<file path="config.mk">
export PLATFORM = sky130hd
export DESIGN_NAME = ftdi_fifo_bridge
export DESIGN_NICKNAME = d
export VERILOG_FILES = /design/src/rtl/ftdi_pkg.sv /design/src/rtl/sync_fifo.sv /design/src/rtl/ftdi_fifo_bridge.sv
export SDC_FILE = /design/constraint.sdc
export NUM_CORES = 1
export LEC_CHECK = 0
export ABC_AREA = 1
export BUFFER_PORTS_ARGS = -buffer_cell sky130_fd_sc_hd__clkbuf_2
export CAP_MARGIN = 30
export CELL_PAD_IN_SITES_DETAIL_PLACEMENT = 2
export CELL_PAD_IN_SITES_GLOBAL_PLACEMENT = 2
export CORE_UTILIZATION = 38
export CTS_CLUSTER_SIZE = 12
export DETAILED_ROUTE_END_ITERATION = 10
export PLACE_DENSITY_LB_ADDON = 0.1
export RECOVER_POWER = 100
export SLEW_MARGIN = 40
export SYNTH_ARGS = -nofsm -noshare
export SYNTH_HDL_FRONTEND = slang
export SYNTH_SLANG_ARGS = --single-unit
</file>
<file path="constraint.sdc">
create_clock -name clock -period 2.3 [get_ports clock]
set_input_delay 0.46 -clock clock [delete_from_list [all_inputs] [get_ports clock]]
set_output_delay 0.46 -clock clock [all_outputs]
set_load 0.01 [all_outputs]
</file>
<file path="src/rtl/ftdi_pkg.sv">
// Shared types and constants for the FTDI 245-FIFO bridge.
package ftdi_pkg;

    localparam int FTDI_DATA_W = 8;

    // Bridge state machine states.
    typedef enum logic [2:0] {
        IDLE     = 3'd0,
        RD       = 3'd1,
        WR_SETUP = 3'd2,
        WR       = 3'd3,
        WR_HOLD  = 3'd4,
        TURN     = 3'd5
    } bridge_state_t;

    // Round-robin pointer: the side that wins the next tie.
    typedef enum logic {
        READ  = 1'b0,
        WRITE = 1'b1
    } rr_t;

    // Chooses which side to serve; only meaningful when rd_ok or wr_ok is set.
    function automatic rr_t arb_pick(input logic rd_ok, input logic wr_ok, input rr_t ptr);
        rr_t side;
        if (rd_ok && wr_ok) begin
            side = ptr;
        end else if (rd_ok) begin
            side = READ;
        end else begin
            side = WRITE;
        end
        return side;
    endfunction

endpackage

</file>
<file path="src/rtl/sync_fifo.sv">
// First-word fall-through synchronous FIFO used for the RX and TX byte buffers.
module sync_fifo #(
    parameter int WIDTH = 8,
    parameter int DEPTH = 16
) (
    input  logic                   clock,
    input  logic                   reset,
    input  logic                   i_push,
    input  logic [WIDTH-1:0]       i_data,
    input  logic                   i_pop,
    output logic [WIDTH-1:0]       o_data,
    output logic                   o_full,
    output logic                   o_empty,
    output logic [$clog2(DEPTH):0] o_count
);

    localparam int AW = $clog2(DEPTH);
    localparam int CW = AW + 1;

    logic [WIDTH-1:0] r_mem [DEPTH];
    logic [AW-1:0]    r_wr_ptr;
    logic [AW-1:0]    r_rd_ptr;
    logic [CW-1:0]    r_count;

    logic w_do_push;
    logic w_do_pop;

    // A pop frees its slot in the same cycle, so a push into a full buffer is
    // accepted when it coincides with a pop; other overflow/underflow is dropped.
    assign w_do_pop  = i_pop & ~o_empty;
    assign w_do_push = i_push & (~o_full | w_do_pop);

    assign o_full  = (r_count == CW'(DEPTH));
    assign o_empty = (r_count == CW'(0));
    assign o_count = r_count;
    assign o_data  = r_mem[r_rd_ptr];

    // Storage array written at the tail pointer.
    always_ff @(posedge clock) begin
        if (w_do_push) begin
            r_mem[r_wr_ptr] <= i_data;
        end
    end

    // Pointer and occupancy bookkeeping; pointers wrap modulo DEPTH.
    always_ff @(posedge clock) begin
        if (reset) begin
            r_wr_ptr <= AW'(0);
            r_rd_ptr <= AW'(0);
            r_count  <= CW'(0);
        end else begin
            if (w_do_push) begin
                r_wr_ptr <= r_wr_ptr + AW'(1);
            end
            if (w_do_pop) begin
                r_rd_ptr <= r_rd_ptr + AW'(1);
            end
            case ({w_do_push, w_do_pop})
                2'b10:   r_count <= r_count + CW'(1);
                2'b01:   r_count <= r_count - CW'(1);
                default: r_count <= r_count;
            endcase
        end
    end

endmodule

</file>
<file path="src/rtl/ftdi_fifo_bridge.sv">
// Arbitrated controller for the FTDI asynchronous 245-FIFO port with
// buffered valid/ready byte streams on the FPGA side.
module ftdi_fifo_bridge
    import ftdi_pkg::*;
#(
    parameter int FIFO_DEPTH  = 16,
    parameter int RD_PULSE    = 4,
    parameter int WR_PULSE    = 4,
    parameter int TURNAROUND  = 2,
    parameter int SYNC_STAGES = 2
) (
    input  logic                          clock,
    input  logic                          reset,
    input  logic                          en,
    input  logic                          rxf,
    input  logic                          txe,
    input  logic [FTDI_DATA_W-1:0]        adbus_in,
    output logic [FTDI_DATA_W-1:0]        adbus_out,
    output logic                          adbus_tri,
    output logic                          ftdi_rd,
    output logic                          ftdi_wr,
    output logic [FTDI_DATA_W-1:0]        rx_data,
    output logic                          rx_valid,
    input  logic                          rx_ready,
    input  logic [FTDI_DATA_W-1:0]        tx_data,
    input  logic                          tx_valid,
    output logic                          tx_ready,
    output logic [$clog2(FIFO_DEPTH):0]   rx_count,
    output logic [$clog2(FIFO_DEPTH):0]   tx_count,
    output logic                          busy
);

    localparam int MAX_RW  = (RD_PULSE > WR_PULSE) ? RD_PULSE : WR_PULSE;
    localparam int MAX_CNT = (MAX_RW > TURNAROUND) ? MAX_RW : TURNAROUND;
    localparam int CNT_W   = $clog2(MAX_CNT + 1);
    // The IDLE cycle that follows TURN is itself the last idle cycle of the
    // turnaround, so TURN lasts one cycle fewer (and is skipped when only one
    // idle cycle is wanted). This gives RD_PULSE + TURNAROUND cycles per read.
    localparam int TURN_CYC = (TURNAROUND > 1) ? (TURNAROUND - 1) : 1;

    bridge_state_t r_state;
    bridge_state_t w_state_nx;
    rr_t           r_ptr;
    rr_t           w_ptr_nx;
    logic [CNT_W-1:0] r_cnt;

    logic [SYNC_STAGES-1:0] r_rxf_sync;
    logic [SYNC_STAGES-1:0] r_txe_sync;
    logic w_rxf_s;
    logic w_txe_s;

    logic                   r_ftdi_rd;
    logic                   r_ftdi_wr;
    logic                   r_adbus_tri;
    logic [FTDI_DATA_W-1:0] r_adbus_out;
    logic                   r_busy;

    logic                   w_rd_ok;
    logic                   w_wr_ok;
    logic                   w_rx_push;
    logic                   w_tx_pop;
    logic                   w_load_out;
    logic                   w_rx_pop;
    logic                   w_tx_push;
    logic                   w_rx_full;
    logic                   w_rx_empty;
    logic                   w_tx_full;
    logic                   w_tx_empty;
    logic [FTDI_DATA_W-1:0] w_tx_head;
    bridge_state_t          w_after_xfer;

    // RX buffer: filled from the FTDI bus, drained by the consumer.
    sync_fifo #(
        .WIDTH (FTDI_DATA_W),
        .DEPTH (FIFO_DEPTH)
    ) u_rx_fifo (
        .clock   (clock),
        .reset   (reset),
        .i_push  (w_rx_push),
        .i_data  (adbus_in),
        .i_pop   (w_rx_pop),
        .o_data  (rx_data),
        .o_full  (w_rx_full),
        .o_empty (w_rx_empty),
        .o_count (rx_count)
    );

    // TX buffer: filled by the producer, drained onto the FTDI bus.
    sync_fifo #(
        .WIDTH (FTDI_DATA_W),
        .DEPTH (FIFO_DEPTH)
    ) u_tx_fifo (
        .clock   (clock),
        .reset   (reset),
        .i_push  (w_tx_push),
        .i_data  (tx_data),
        .i_pop   (w_tx_pop),
        .o_data  (w_tx_head),
        .o_full  (w_tx_full),
        .o_empty (w_tx_empty),
        .o_count (tx_count)
    );

    assign rx_valid  = ~w_rx_empty;
    assign w_rx_pop  = rx_valid & rx_ready;
    assign tx_ready  = ~w_tx_full | w_tx_pop;
    assign w_tx_push = tx_valid & tx_ready;

    assign w_rxf_s = r_rxf_sync[SYNC_STAGES-1];
    assign w_txe_s = r_txe_sync[SYNC_STAGES-1];

    assign w_rd_ok = en & ~w_rxf_s & ~w_rx_full;
    assign w_wr_ok = en & ~w_txe_s & ~w_tx_empty;

    assign w_after_xfer = (TURNAROUND > 1) ? TURN : IDLE;

    // Metastability synchronisers for the asynchronous FTDI flags (idle high).
    always_ff @(posedge clock) begin
        if (reset) begin
            r_rxf_sync <= {SYNC_STAGES{1'b1}};
            r_txe_sync <= {SYNC_STAGES{1'b1}};
        end else begin
            r_rxf_sync <= {r_rxf_sync[SYNC_STAGES-2:0], rxf};
            r_txe_sync <= {r_txe_sync[SYNC_STAGES-2:0], txe};
        end
    end

    // Next-state, arbitration and buffer strobes.
    always_comb begin
        w_state_nx = r_state;
        w_ptr_nx   = r_ptr;
        w_rx_push  = 1'b0;
        w_tx_pop   = 1'b0;
        w_load_out = 1'b0;
        case (r_state)
            IDLE: begin
                if (w_rd_ok || w_wr_ok) begin
                    if (arb_pick(w_rd_ok, w_wr_ok, r_ptr) == READ) begin
                        w_state_nx = RD;
                        w_ptr_nx   = WRITE;
                    end else begin
                        w_state_nx = WR_SETUP;
                        w_ptr_nx   = READ;
                        w_load_out = 1'b1;
                    end
                end else begin
                    w_state_nx = IDLE;
                end
            end
            RD: begin
                if (r_cnt == CNT_W'(RD_PULSE - 1)) begin
                    w_rx_push  = 1'b1;
                    w_state_nx = w_after_xfer;
                end else begin
                    w_state_nx = RD;
                end
            end
            WR_SETUP: begin
                w_state_nx = WR;
            end
            WR: begin
                if (r_cnt == CNT_W'(WR_PULSE - 1)) begin
                    w_tx_pop   = 1'b1;
                    w_state_nx = WR_HOLD;
                end else begin
                    w_state_nx = WR;
                end
            end
            WR_HOLD: begin
                w_state_nx = w_after_xfer;
            end
            TURN: begin
                if (r_cnt == CNT_W'(TURN_CYC - 1)) begin
                    w_state_nx = IDLE;
                end else begin
                    w_state_nx = TURN;
                end
            end
            default: begin
                w_state_nx = IDLE;
            end
        endcase
    end

    // State, arbitration pointer and in-state cycle counter.
    always_ff @(posedge clock) begin
        if (reset) begin
            r_state <= IDLE;
            r_ptr   <= READ;
            r_cnt   <= CNT_W'(0);
        end else begin
            r_state <= w_state_nx;
            r_ptr   <= w_ptr_nx;
            if ((w_state_nx != r_state) || (r_state == IDLE)) begin
                r_cnt <= CNT_W'(0);
            end else begin
                r_cnt <= r_cnt + CNT_W'(1);
            end
        end
    end

    // Pin outputs registered from the next state so they track r_state glitch-free.
    always_ff @(posedge clock) begin
        if (reset) begin
            r_ftdi_rd   <= 1'b1;
            r_ftdi_wr   <= 1'b1;
            r_adbus_tri <= 1'b0;
            r_adbus_out <= FTDI_DATA_W'(0);
            r_busy      <= 1'b0;
        end else begin
            r_ftdi_rd   <= (w_state_nx != RD);
            r_ftdi_wr   <= (w_state_nx != WR);
            r_adbus_tri <= (w_state_nx == WR_SETUP) || (w_state_nx == WR) ||
                           (w_state_nx == WR_HOLD);
            r_busy      <= (w_state_nx != IDLE);
            if (w_load_out) begin
                r_adbus_out <= w_tx_head;
            end
        end
    end

    assign ftdi_rd   = r_ftdi_rd;
    assign ftdi_wr   = r_ftdi_wr;
    assign adbus_tri = r_adbus_tri;
    assign adbus_out = r_adbus_out;
    assign busy      = r_busy;

endmodule

</file>
==> PnR_summary.wiki, run 1 <==
{| class="wikitable"
! Metric !! Value
|-
| Required time worst endpoint || around 1.8 ns
|-
| Fill cell total of the finished layout || around 3,400
|-
| Most instantiated flip-flop cell in the synthesis netlist || sky130_fd_sc_hd__edfxtp_1
|-
| Synth Cell Area || roughly 13,000 um2
|-
| Post-synthesis instance total || ~1,100
|-
| P per Cell Area || between 900 and 1000 nW/um2
|-
| Unrepaired setup endpoints after global routing || true
|-
| Switching Power || 0.004175 W
|-
| Endpoints failing hold || 0
|-
| Final HPWL DP || 24.53 mm
|-
| Total nets after synthesis || roughly 1,200
|-
| Result of the run || finished, violations left
|-
| Area share of the largest cell type after synthesis || slightly above 60%
|-
| Total internal power || around 0.010 W
|-
| Number of maximum-capacitance violations || 0
|-
| Violated checks || setup timing
|-
| Total wirelength of the detailed-routed design || 39.38 mm
|-
| Post-route design area || 15,240 um2
|-
| Time the final worst path needs with I/O delays and setup || 2.490 ns
|-
| Smallest setup slack after layout || -0.1902 ns
|-
| Buffer depth of the longest clock path || 3
|-
| Synthesis-stage register bit count || a little over 300
|-
| Async set-or-reset flop fraction in the synthesized netlist || 0%
|-
| Num ports || 55
|-
| Die Outline Area || approximately 34,000 um2
|-
| Proportion of power drawn by combinational gates || 21.1%
|-
| Final Util || 46.61%
|-
| Final setup violating endpoints || approximately 110
|-
| Hold WC Path Type || input port to flip-flop
|-
| Leak Pwr || 5.430 nW
|-
| Final antenna-violating net count || 0
|-
| Clk_lat worst skew || between 0.5 and 0.6 ns
|-
| Nets || around 1,300
|-
| Horizontal die dimension || about 180 um
|-
| Drt initial violations || ~560
|-
| Most frequent cell after synthesis || sky130_fd_sc_hd__nor2_1
|-
| Total number of H-tree levels || 2
|-
| Antenna violations before repair || 0
|-
| Clock share of power || between 30% and 40%
|-
| Main area contributors after synthesis || sky130_fd_sc_hd__edfxtp_1 60%, sky130_fd_sc_hd__dfxtp_1 8.3%, sky130_fd_sc_hd__nor2_1 7.9%
|-
| Largest net degree at the start of global routing || 49
|-
| Synthesis-to-finish area growth || 19.85%
|-
| Dpl cell area || 13,830 um2
|-
| Ant diodes || 0
|-
| Core area || between 30,000 and 40,000 um2
|-
| Sequential power share || 43.8%
|-
| Synth cell types || 36
|-
| Number of buffer cells added on primary ports || between 50 and 60
|-
| Crit path capture type || output pin
|-
| Slew Limit Fails || 0
|-
| Clock tree from TritonCTS || built
|-
| Number of vias per cell after detailed routing || roughly 5.4
|-
| Global-route usage over all layers || a little under a quarter
|-
| Vertical die dimension || 184.9 um
|-
| Clock buffer count from CTS || 35
|-
| Remaining DRCs || 0
|-
| Sequential cell area fraction in the yosys report || between 60 and 70%
|-
| Initial Utilization || between 30 and 40%
|-
| Number of placement rows || 66
|-
| Vias after detailed routing || about 9,200
|-
| First-pass GRT wire length || ~60 mm
|-
| Syn Area/Cell || approximately 11 um2
|-
| Peak fanout along the critical path || 7
|-
| Clock slew at the register clock pins of the worst setup and hold paths || 0.06 ns
|-
| Yosys Warn Count || 0
|-
| Worst slew margin relative to its limit || 37.49%
|-
| Worst endpoint data arrival time || ~2.0 ns
|-
| Startpoint type of the worst setup path || flip-flop
|-
| Skew final || between 0.009 and 0.01 ns
|-
| Grt ovf || 0
|-
| Achievable frequency || approximately 400 MHz
|-
| Hold-fix buffer count after cts || 0
|-
| Routed wire length per instance || around 23 um
|-
| Crit path kind || flip-flop to output pin
|-
| EDFF count, synth || ~260
|-
| TritonRoute pass-1 iters || 5
|-
| Switching part of the total power || 28.76%
|-
| Commonest cells post-synth || 269 x sky130_fd_sc_hd__nor2_1, 256 x sky130_fd_sc_hd__edfxtp_1, 117 x sky130_fd_sc_hd__o21ai_0
|-
| Root Buffer Master || sky130_fd_sc_hd__clkbuf_16
|-
| Transition time of the tightest slew-check pin || about 0.94 ns
|-
| Cell accounting for the most synthesized area || sky130_fd_sc_hd__edfxtp_1
|-
| Share of the cycle needed by the critical path after routing || 108.3%
|-
| Largest voltage drop on the vdd net || ~0.53 mV
|-
| Vias in the first global route || between 10,000 and 15,000
|-
| Clock Sinks || 309
|-
| Fraction of final layout cells sized beyond drive strength 1 || 15.24%
|-
| Placer's final routability congestion estimate || between 0.7 and 0.8
|}
-- flip-flops by register name (all words and copies together), names as in the netlist, named ones only --
| name | count |
|---|---|
| u_rx_fifo.o_count | 5 |
| u_rx_fifo.r_wr_ptr | 4 |
| busy | 1 |
| u_tx_fifo.r_mem | 128 |
| u_tx_fifo.r_rd_ptr | 4 |
| u_rx_fifo.r_mem | 128 |
| r_ptr | 1 |
| adbus_tri | 1 |
| r_txe_sync | 2 |
| r_cnt | 3 |
| u_tx_fifo.o_count | 5 |
| ftdi_wr | 1 |
| r_state | 3 |
| u_tx_fifo.r_wr_ptr | 4 |
| r_rxf_sync | 2 |
| adbus_out | 8 |
| u_rx_fifo.r_rd_ptr | 4 |
| ftdi_rd | 1 |
-- layout by cell type, fill, tap and decap left out, types with 4 or more instances in the layout --
cell type,n
sky130_fd_sc_hd__or2_2,4
sky130_fd_sc_hd__ha_1,14
sky130_fd_sc_hd__clkinv_1,9
sky130_fd_sc_hd__a21oi_1,19
sky130_fd_sc_hd__nand3_1,72
sky130_fd_sc_hd__clkbuf_2,13
sky130_fd_sc_hd__xor2_1,7
sky130_fd_sc_hd__o21ai_2,7
sky130_fd_sc_hd__buf_12,8
sky130_fd_sc_hd__nor2_2,6
sky130_fd_sc_hd__o21ai_1,41
sky130_fd_sc_hd__o221ai_1,21
sky130_fd_sc_hd__inv_1,54
sky130_fd_sc_hd__o21ai_0,100
sky130_fd_sc_hd__inv_2,6
sky130_fd_sc_hd__o22ai_1,7
sky130_fd_sc_hd__o22ai_2,4
sky130_fd_sc_hd__o211ai_1,11
sky130_fd_sc_hd__nand2_1,80
sky130_fd_sc_hd__buf_6,6
sky130_fd_sc_hd__edfxtp_1,256
sky130_fd_sc_hd__xnor2_1,4
sky130_fd_sc_hd__dfxtp_1,49
sky130_fd_sc_hd__nor2_1,263
sky130_fd_sc_hd__ha_4,7
sky130_fd_sc_hd__clkbuf_16,39
sky130_fd_sc_hd__buf_4,56
sky130_fd_sc_hd__clkbuf_1,56
-- cell families after synthesis --
kind of cell / share of synthesized area [%]
xor+xnor: 0.7575
compound gates: 9.454
simple gates: 14.33
fa+ha+maj: 2.381
buf+inv: 4.289
flops: 68.79
-- through the flow --
step                worst slack [ns]  std cells  hold WS (ns)  total power, W  TNS, ns
CTS                          -0.1977       1698        0.1164         0.01439   -1.312
global placement            0.005271       1632        0.3922        0.008739        0
finish                       -0.1902       1702        0.1326         0.01452   -3.767
global route                 -0.2598       1702        0.1264         0.01513   -47.95
detailed placement           -0.1125       1632        0.3997        0.008853  -0.3289
floorplan                  0.0009022       1120        0.3895        0.007817        0
-- per-layer routing --
metal  vias to the layer above  share of wire [%]  global-route usage [%]
li1                       4160                  -                       -
met3                        56                3.7                   3.048
met1                      4731                 46                   32.20
met2                       207                 49                   39.82
met4                         0                1.7                   5.521
met5                         -                  0                       0
-- worst paths after layout --
| path | cells after the start | startpoint | endpoint | slack (ns) |
|---|---|---|---|---|
| worst max register to register | 11 | r_cnt[0] | u_rx_fifo.r_mem[3][0] | -0.08 |
| worst min-delay path | 2 | txe | r_txe_sync[0] | 0.13 |
| worst min register to register | 1 | r_txe_sync[0] | r_txe_sync[1] | 0.41 |
| worst max-delay path | 7 | flip-flop | rx_data[3] | -0.19 |
-- power by group through the flow --
stage               registers [W]  clock network [W]  logic (W)
finish                    0.00635            0.00510    0.00306
global route              0.00637            0.00540    0.00336
CTS                       0.00634            0.00520    0.00285
floorplan                 0.00641                  0    0.00141
global placement          0.00642                  0    0.00232
detailed placement        0.00643                  0    0.00243
-- repair_timing --
| item | in CTS | in global routing |
|---|---|---|
| gates cloned | 2 | 2 |
| pin swaps | 14 | 24 |
| endpoints found under the setup margin | 13 | 49 |
| buffers inserted | 6 | 2 |
| gates resized for setup | 56 | 48 |
-- area by class of cell --
cell class / count / area [um2] / share of cell area, %
timing repair buffer: 136 / 1022 / 6.706
multi-input combinational: 691 / 3637 / 23.86
tap: 442 / 553.0 / 3.628
inverter: 66 / 264.0 / 1.732
clock buffer: 48 / 967.2 / 6.345
clock inverter: 10 / 43.79 / 0.2873
sequential: 309 / 8756 / 57.44
-- critical path, cell delays in order (launching register included) --
cell	delay, ns
sky130_fd_sc_hd__dfxtp_4	0.45
sky130_fd_sc_hd__inv_8	0.08
sky130_fd_sc_hd__buf_12	0.15
sky130_fd_sc_hd__o21ai_4	0.13
sky130_fd_sc_hd__o22ai_2	0.08
sky130_fd_sc_hd__o211ai_1	0.29
sky130_fd_sc_hd__nand2_1	0.18
sky130_fd_sc_hd__clkbuf_2	0.16
(Power assumes the default switching activity.)
==> run 2: changes to the inputs <==
--- a/config.mk
+++ b/config.mk
@@ -14,8 +14,9 @@
 export CTS_CLUSTER_SIZE = 12
 export DETAILED_ROUTE_END_ITERATION = 10
 export PLACE_DENSITY_LB_ADDON = 0.1
-export RECOVER_POWER = 100
-export SLEW_MARGIN = 40
+export RECOVER_POWER = 50
+export SLEW_MARGIN = 20
 export SYNTH_ARGS = -nofsm -noshare
 export SYNTH_HDL_FRONTEND = slang
+export SYNTH_HIERARCHICAL = 1
 export SYNTH_SLANG_ARGS = --single-unit
==> PnR_summary.wiki, run 2 <==
{| class="wikitable"
! Metric !! Value
|-
| Result of the run || finished, violations left
|-
| Violated checks || setup timing
|-
| Number of gates on the worst path with buffers counted || 7
|-
| Most common cell after layout, fill and taps aside || sky130_fd_sc_hd__edfxtp_1
|-
| Capturing element of the worst setup path || rx_data[4]
|-
| Post-synthesis instance total || between 1,000 and 1,500
|-
| Ant diodes || 0
|-
| First-pass GRT wire length || 57.89 mm
|-
| Total nets after synthesis || roughly 1,200
|-
| Nets || between 1,000 and 1,500
|-
| Smallest setup slack after layout || -0.06915 ns
|-
| Root Buffer Master || sky130_fd_sc_hd__clkbuf_16
|-
| Source of the worst register-to-register timing path || r_cnt[0]
|-
| Buf/Inv on CP || 3
|-
| Startpoint type of the worst setup path || flip-flop
|-
| Largest voltage drop on the vdd net || 0.6568 mV
|-
| Antenna violations before repair || 0
|-
| Placer's final routability congestion estimate || ~0.77
|-
| Total wirelength of the detailed-routed design || 38.63 mm
|-
| Clk_lat worst skew || approximately 0.53 ns
|-
| Vias in the first global route || 10,010
|-
| Cell accounting for the most synthesized area || sky130_fd_sc_hd__edfxtp_1
|-
| Vertical die dimension || ~190 um
|-
| Fill cell total of the finished layout || approximately 3,500
|-
| Transition time of the tightest slew-check pin || roughly 1.1 ns
|-
| Yosys Warn Count || 6
|-
| Highest-delay cell along the critical path || sky130_fd_sc_hd__dfxtp_4
|-
| Leak Pwr || 6.081 nW
|-
| TritonRoute pass-1 iters || 4
|-
| Clock slew at the register clock pins of the worst setup and hold paths || 0.06 ns
|-
| Fraction of final layout cells sized beyond drive strength 1 || between 10% and 20%
|-
| EDFF count, synth || around 260
|-
| Unrepaired setup endpoints after global routing || true
|-
| Clock buffer count from CTS || 37
|-
| Number of maximum-capacitance violations || 0
|-
| Worst-path cell chain || buf_8, clkbuf_16, o21ai_0, nand3_1, nand3_2, nand2_1, buf_2
|-
| Clock Sinks || roughly 310
|-
| Hold WC Path Type || input port to flip-flop
|-
| Final HPWL DP || around 25 mm
|-
| Final antenna-violating net count || 0
|-
| Dpl cell area || between 10,000 and 15,000 um2
|-
| Peak fanout along the critical path || 20
|-
| Drt initial violations || about 370
|-
| Remaining DRCs || 0
|-
| Worst endpoint data arrival time || around 1.9 ns
|-
| Hold-fix buffer count after cts || 0
|-
| Synthesis-stage register bit count || roughly 310
|-
| Commonest cells post-synth || 256 x sky130_fd_sc_hd__edfxtp_1, 187 x sky130_fd_sc_hd__inv_1, 130 x sky130_fd_sc_hd__nand2_1
|-
| Core area || 34,460 um2
|-
| Grt ovf || 0
|-
| Total number of H-tree levels || 2
|-
| Final setup violating endpoints || 7
|-
| Worst slew margin relative to its limit || ~24%
|-
| Most frequent cell after synthesis || sky130_fd_sc_hd__edfxtp_1
|-
| Depth of the most critical reg-to-reg path || 16
|-
| Slew Limit Fails || 0
|-
| Crit path capture type || output pin
|-
| Largest delay share family, worst path || buffers and inverters
|-
| Largest net degree at the start of global routing || 65
|-
| End of the worst register-to-register path || u_tx_fifo/o_count[4]
|-
| Num ports || 55
|-
| Clock tree from TritonCTS || built
|-
| Synthesis-to-finish area growth || 22.67%
|-
| Horizontal die dimension || 188.8 um
|-
| Hold Slack || 0.1147 ns
|-
| Skew final || 0.01728 ns
|-
| Required time worst endpoint || between 1.5 and 2 ns
|-
| Syn Area/Cell || ~11 um2
|-
| Buffer depth of the longest clock path || 3
|-
| Final setup TNS || -0.2799 ns
|-
| Endpoints failing hold || 0
|-
| Share of the cycle needed by the critical path after routing || 103.0%
|-
| Post-route design area || 16,260 um2
|-
| Number of vias per cell after detailed routing || about 5.0
|-
| Die Outline Area || around 36,000 um2
|-
| Global-route usage over all layers || 21.51%
|-
| Async set-or-reset flop fraction in the synthesized netlist || 0%
|-
| Sequential cell area fraction in the yosys report || between 60% and 70%
|-
| Initial Utilization || around 38%
|-
| Synth Cell Area || around 13,000 um2
|-
| Vias after detailed routing || 9,146
|-
| Main area contributors after synthesis || sky130_fd_sc_hd__edfxtp_1 58%, sky130_fd_sc_hd__dfxtp_1 8.6%, sky130_fd_sc_hd__inv_1 5.3%
|-
| Crit path kind || flip-flop to output pin
|-
| Number of placement rows || 68
|-
| Routed wire length per instance || approximately 21 um
|-
| Number of buffer cells added on primary ports || 54
|-
| Top library cells by usage in the layout, fill and taps aside || 256 x sky130_fd_sc_hd__edfxtp_1, 184 x sky130_fd_sc_hd__inv_1, 123 x sky130_fd_sc_hd__nand2_1
|-
| Most instantiated flip-flop cell in the synthesis netlist || sky130_fd_sc_hd__edfxtp_1
|-
| Area share of the largest cell type after synthesis || 58.00%
|-
| Time the final worst path needs with I/O delays and setup || ~2.4 ns
|-
| Synth cell types || 34
|-
| Largest stage delay on the critical path || about 0.37 ns
|-
| Pwr Total || ~0.012 W
|-
| Worst setup slack for register-to-register paths || 0.01 ns
|-
| P per Cell Area || about 750 nW/um2
|-
| Achievable frequency || about 420 MHz
|-
| Final Util || approximately 47%
|}
## run 2: changes by cell type after synthesis, sizes merged, moves of 21 or more
cell / change
nand3: +56
o21ai: -57
nor2: -177
inv: +130
o211ai: +53
o221ai: -21
nand2: +53
a21oi: +59
## run 2: kinds of logic (layout without fill, tap and decap cells)
family                     count (synthesis)  after routing  share of synthesized area, %
and+or+nand+nor                          372            372                         12.59
DFF                                      313            313                         66.61
buffers and inverters                    248            411                         7.807
AOI/OAI and AO/OA                        239            239                         10.50
adders and majority gates                 21             21                         2.096
xor gates and xnor gates                   6              6                        0.3965
## run 2: worst reg2reg max path: stages (launching register included)
cell and delay [ns]:
sky130_fd_sc_hd__dfxtp_2 0.35, sky130_fd_sc_hd__ha_4 0.14, sky130_fd_sc_hd__ha_4 0.14, sky130_fd_sc_hd__nand3_4 0.11, sky130_fd_sc_hd__nor2_4 0.18, sky130_fd_sc_hd__inv_2 0.07
sky130_fd_sc_hd__a21boi_4 0.20, sky130_fd_sc_hd__inv_2 0.07, sky130_fd_sc_hd__nand2_4 0.10, sky130_fd_sc_hd__inv_6 0.05, sky130_fd_sc_hd__ha_4 0.22, sky130_fd_sc_hd__a21oi_2 0.15
sky130_fd_sc_hd__nand3_1 0.11, sky130_fd_sc_hd__nand2_1 0.10, sky130_fd_sc_hd__nand3_1 0.07, sky130_fd_sc_hd__nand2_1 0.07, sky130_fd_sc_hd__nor2_1 0.05
## run 2: worst min-delay path by stage
stage                          to  cells past startpoint  slack (ns)     startpoint
floorplan           r_rxf_sync[1]                      1        0.39  r_rxf_sync[0]
global placement    r_txe_sync[1]                      1        0.39  r_txe_sync[0]
detailed placement  r_rxf_sync[1]                      1        0.40  r_rxf_sync[0]
CTS                 r_rxf_sync[0]                      2         0.1            rxf
global route        r_rxf_sync[0]                      2        0.11            rxf
finish              r_rxf_sync[0]                      2        0.11            rxf
## run 2: area by class of cell
| type | count | area (um2) | share of cell area, % |
|---|---|---|---|
| flip-flops and latches | 313 | 8845 | 54.40 |
| multi-input cells | 638 | 3731 | 22.95 |
| repair buffers | 151 | 1220 | 7.503 |
| clock buffers | 49 | 1023 | 6.295 |
| inverters | 194 | 744.5 | 4.579 |
| well taps | 455 | 569.3 | 3.502 |
| clock inverters | 17 | 125.1 | 0.7696 |
## run 2: through the flow
stage          setup slack [ns]  std cells
6_report               -0.06915       1817
5_1_grt                 -0.1437       1817
4_1_cts                -0.05181       1801
3_5_place_dp            -0.1580       1729
3_3_place_gp           -0.03981       1729
2_1_floorplan          -0.04566       1199
## run 2: per-layer routing
metal	up-vias	routed length [um]	part of all wire (%)	track usage, %
li1	4381	-	-	-
met1	4584	16140	42	25.53
met2	120	20410	53	39.61
met3	61	986	2.6	3.110
met4	0	1093	2.8	7.103
met5	-	0	0	0
## run 2: timing repair
item                                    CTS  global route
cloned                                    1             3
buffers inserted                          5            14
endpoints found under the setup margin  141           112
hold endpoints to repair                  0             0
pin swaps                                 5            59
resized for setup                        27           101
## run 2: report_power, final
| part | switching [W] | internal, W | total, W |
|---|---|---|---|
| sequential | 0.0000314 | 0.00618 | 0.00621 |
| combinational | 0.000290 | 0.000114 | 0.000404 |
| clock | 0.00226 | 0.00334 | 0.00560 |
==> run 3: changes to the inputs <==
--- a/config.mk
+++ b/config.mk
@@ -10,7 +10,7 @@
 export CAP_MARGIN = 30
 export CELL_PAD_IN_SITES_DETAIL_PLACEMENT = 2
 export CELL_PAD_IN_SITES_GLOBAL_PLACEMENT = 2
-export CORE_UTILIZATION = 38
+export CORE_UTILIZATION = 42
 export CTS_CLUSTER_SIZE = 12
 export DETAILED_ROUTE_END_ITERATION = 10
 export PLACE_DENSITY_LB_ADDON = 0.1
==> constraint.sdc (replaced) <==
create_clock -name clock -period 2.5 [get_ports clock]
set_input_delay 0.5 -clock clock [delete_from_list [all_inputs] [get_ports clock]]
set_output_delay 0.5 -clock clock [all_outputs]
set_load 0.01 [all_outputs]
==> PnR_summary.wiki, run 3 (synthesis results as in run 2) <==
{| class="wikitable"
! Metric !! Value
|-
| Result of the run || finished, violations left
|-
| Violated checks || DRC, setup timing
|-
| Vias after detailed routing || between 9,000 and 10,000
|-
| Final HPWL DP || about 26 mm
|-
| Num ports || 55
|-
| Most common cell after layout, fill and taps aside || sky130_fd_sc_hd__edfxtp_1
|-
| Leak Pwr || approximately 6 nW
|-
| Total wirelength of the detailed-routed design || 42.32 mm
|-
| Required time worst endpoint || approximately 2 ns
|-
| Clk_lat worst skew || roughly 0.54 ns
|-
| Unrepaired setup endpoints after global routing || true
|-
| Worst slew margin relative to its limit || about a third
|-
| P per Cell Area || between 700 and 800 nW/um2
|-
| Peak fanout along the critical path || 27
|-
| Number of vias per cell after detailed routing || approximately 5.5
|-
| Ant diodes || 0
|-
| Antenna violations before repair || 0
|-
| Hold WC Path Type || input port to flip-flop
|-
| Global-route usage over all layers || between 20 and 30%
|-
| Crit path capture type || output pin
|-
| Buffer depth of the longest clock path || 3
|-
| Time the final worst path needs with I/O delays and setup || between 2 and 3 ns
|-
| Worst setup slack for register-to-register paths || around 0.10 ns
|-
| Slew Limit Fails || 0
|-
| Total number of H-tree levels || 2
|-
| Core area || 30,830 um2
|-
| Worst endpoint data arrival time || around 2 ns
|-
| Switching Power || 0.002472 W
|-
| Number of buffer cells added on primary ports || 54
|-
| Clock tree from TritonCTS || built
|-
| Crit path kind || flip-flop to output pin
|-
| Fraction of final layout cells sized beyond drive strength 1 || 17.58%
|-
| Synthesis-to-finish area growth || 19.47%
|-
| Top library cells by usage in the layout, fill and taps aside || 256 x sky130_fd_sc_hd__edfxtp_1, 185 x sky130_fd_sc_hd__inv_1, 124 x sky130_fd_sc_hd__nand2_1
|-
| Post-route design area || approximately 16,000 um2
|-
| TritonRoute pass-1 iters || 10
|-
| Final instance count without filler cells || around 1,700
|-
| Die Outline Area || around 32,000 um2
|-
| Number of placement rows || 64
|-
| Fill cell total of the finished layout || 3,058
|-
| Grt ovf || 0
|-
| Vertical die dimension || ~180 um
|-
| Root Buffer Master || sky130_fd_sc_hd__clkbuf_16
|-
| Clock Sinks || between 300 and 400
|-
| Endpoints failing hold || 0
|-
| Smallest setup slack after layout || -0.03147 ns
|-
| Skew final || 0.02292 ns
|-
| Largest voltage drop on the vdd net || 0.5452 mV
|-
| Largest net degree at the start of global routing || 65
|-
| Startpoint type of the worst setup path || flip-flop
|-
| Sequential power share || 49.0%
|-
| First-pass GRT wire length || approximately 60 mm
|-
| Drt initial violations || between 400 and 500
|-
| Routed wire length per instance || 24.51 um
|-
| Achievable frequency || 395.0 MHz
|-
| Transition time of the tightest slew-check pin || slightly above 1 ns
|-
| Clock slew at the register clock pins of the worst setup and hold paths || around 0.060 ns
|-
| Clock share of power || 48.1%
|-
| Final antenna-violating net count || 0
|-
| Horizontal die dimension || between 150 and 200 um
|-
| Number of cells after detailed placement || between 1,500 and 2,000
|-
| Share of the cycle needed by the critical path after routing || 101.3%
|-
| Number of maximum-capacitance violations || 0
|-
| Switching part of the total power || between 20% and 30%
|-
| Clock buffer count from CTS || 37
|-
| Dpl cell area || 14,210 um2
|-
| Initial Utilization || between 40% and 50%
|-
| Total internal power || just over 0.009 W
|-
| Final setup violating endpoints || 3
|-
| Placer's final routability congestion estimate || about 0.8
|-
| Proportion of power drawn by combinational gates || between 2 and 3%
|-
| Remaining DRCs || 2
|-
| Vias in the first global route || around 11,000
|-
| Nets || between 1,000 and 1,500
|}
run 3: changes by cell type in the layout (fill, tap and decap cells not counted), moves of 6 or more:
cell and delta:
sky130_fd_sc_hd__a21oi_1 +8, sky130_fd_sc_hd__a21oi_2 -6, sky130_fd_sc_hd__buf_12 -6, sky130_fd_sc_hd__buf_4 -18, sky130_fd_sc_hd__buf_6 -12, sky130_fd_sc_hd__clkbuf_1 -20
sky130_fd_sc_hd__clkbuf_2 +26, sky130_fd_sc_hd__nor2_1 +9, sky130_fd_sc_hd__nor2_2 -6, sky130_fd_sc_hd__o21ai_0 +11, sky130_fd_sc_hd__o21ai_1 -9
run 3: area by class of cell:
cell class	count	area (um2)	area share, %
well taps	396	495.5	3.129
repair buffers	120	933.4	5.895
inverters	194	737.0	4.654
clock buffers	49	1033	6.527
flip-flops and latches	313	8845	55.86
multi-input cells	638	3581	22.62
clock inverters	17	209.0	1.320
run 3: worst paths after layout:
path                                    start                     to  cells after the start
worst max-delay path                flip-flop             rx_data[0]                      7
worst min-delay path                      rxf          r_rxf_sync[0]                      2
worst max register to register       r_cnt[0]  u_tx_fifo/r_mem[2][7]                     12
worst min register to register  r_txe_sync[0]          r_txe_sync[1]                      1
run 3: critical path: stages (launching register included):
cell and delay, ns:
sky130_fd_sc_hd__dfxtp_4 0.38, sky130_fd_sc_hd__buf_12 0.16, sky130_fd_sc_hd__clkbuf_16 0.20, sky130_fd_sc_hd__o211ai_1 0.23, sky130_fd_sc_hd__nand3_1 0.16, sky130_fd_sc_hd__nand3_2 0.19
sky130_fd_sc_hd__nand2_2 0.06, sky130_fd_sc_hd__clkbuf_2 0.13
run 3: routing by layer:
metal | vias up | part of all wire, % | track usage (%)
met5 | - | 0 | 0
met4 | 0 | 3.0 | 8.379
met3 | 80 | 3.0 | 2.776
met2 | 186 | 54 | 47.30
met1 | 4859 | 40 | 29.51
li1 | 4311 | - | -
run 3: stage by stage:
stage | hold WS [ns] | setup slack [ns] | power (W) | util, % | setup TNS, ns
floorplan | 0.3895 | 0.08074 | 0.005966 | - | 0
global placement | 0.3942 | 0.05877 | 0.006148 | 46.08 | 0
detailed placement | 0.4098 | -0.07334 | 0.006169 | 46.08 | -0.1897
CTS | 0.1720 | 0.002731 | 0.01177 | 50.46 | 0
global route | 0.1828 | -0.09570 | 0.01201 | 51.36 | -0.9810
finish | 0.1864 | -0.03147 | 0.01167 | 51.36 | -0.05601
run 3: power groups by stage:
stage,Clock [W],Sequential [W],Combinational (W)
floorplan,0,0.00583,0.000137
global placement,0,0.00582,0.000328
detailed placement,0,0.00582,0.000346
CTS,0.00571,0.00571,0.000352
global route,0.00592,0.00572,0.000376
finish,0.00561,0.00572,0.000343
run 3: timing repair:
item / in CTS / in global routing
pin swaps: 1 / 15
cloned: 1 / 4
setup endpoints to repair: 16 / 124
hold buffers: 0 / 0
buffers inserted: 2 / 3
resized for setup: 13 / 51
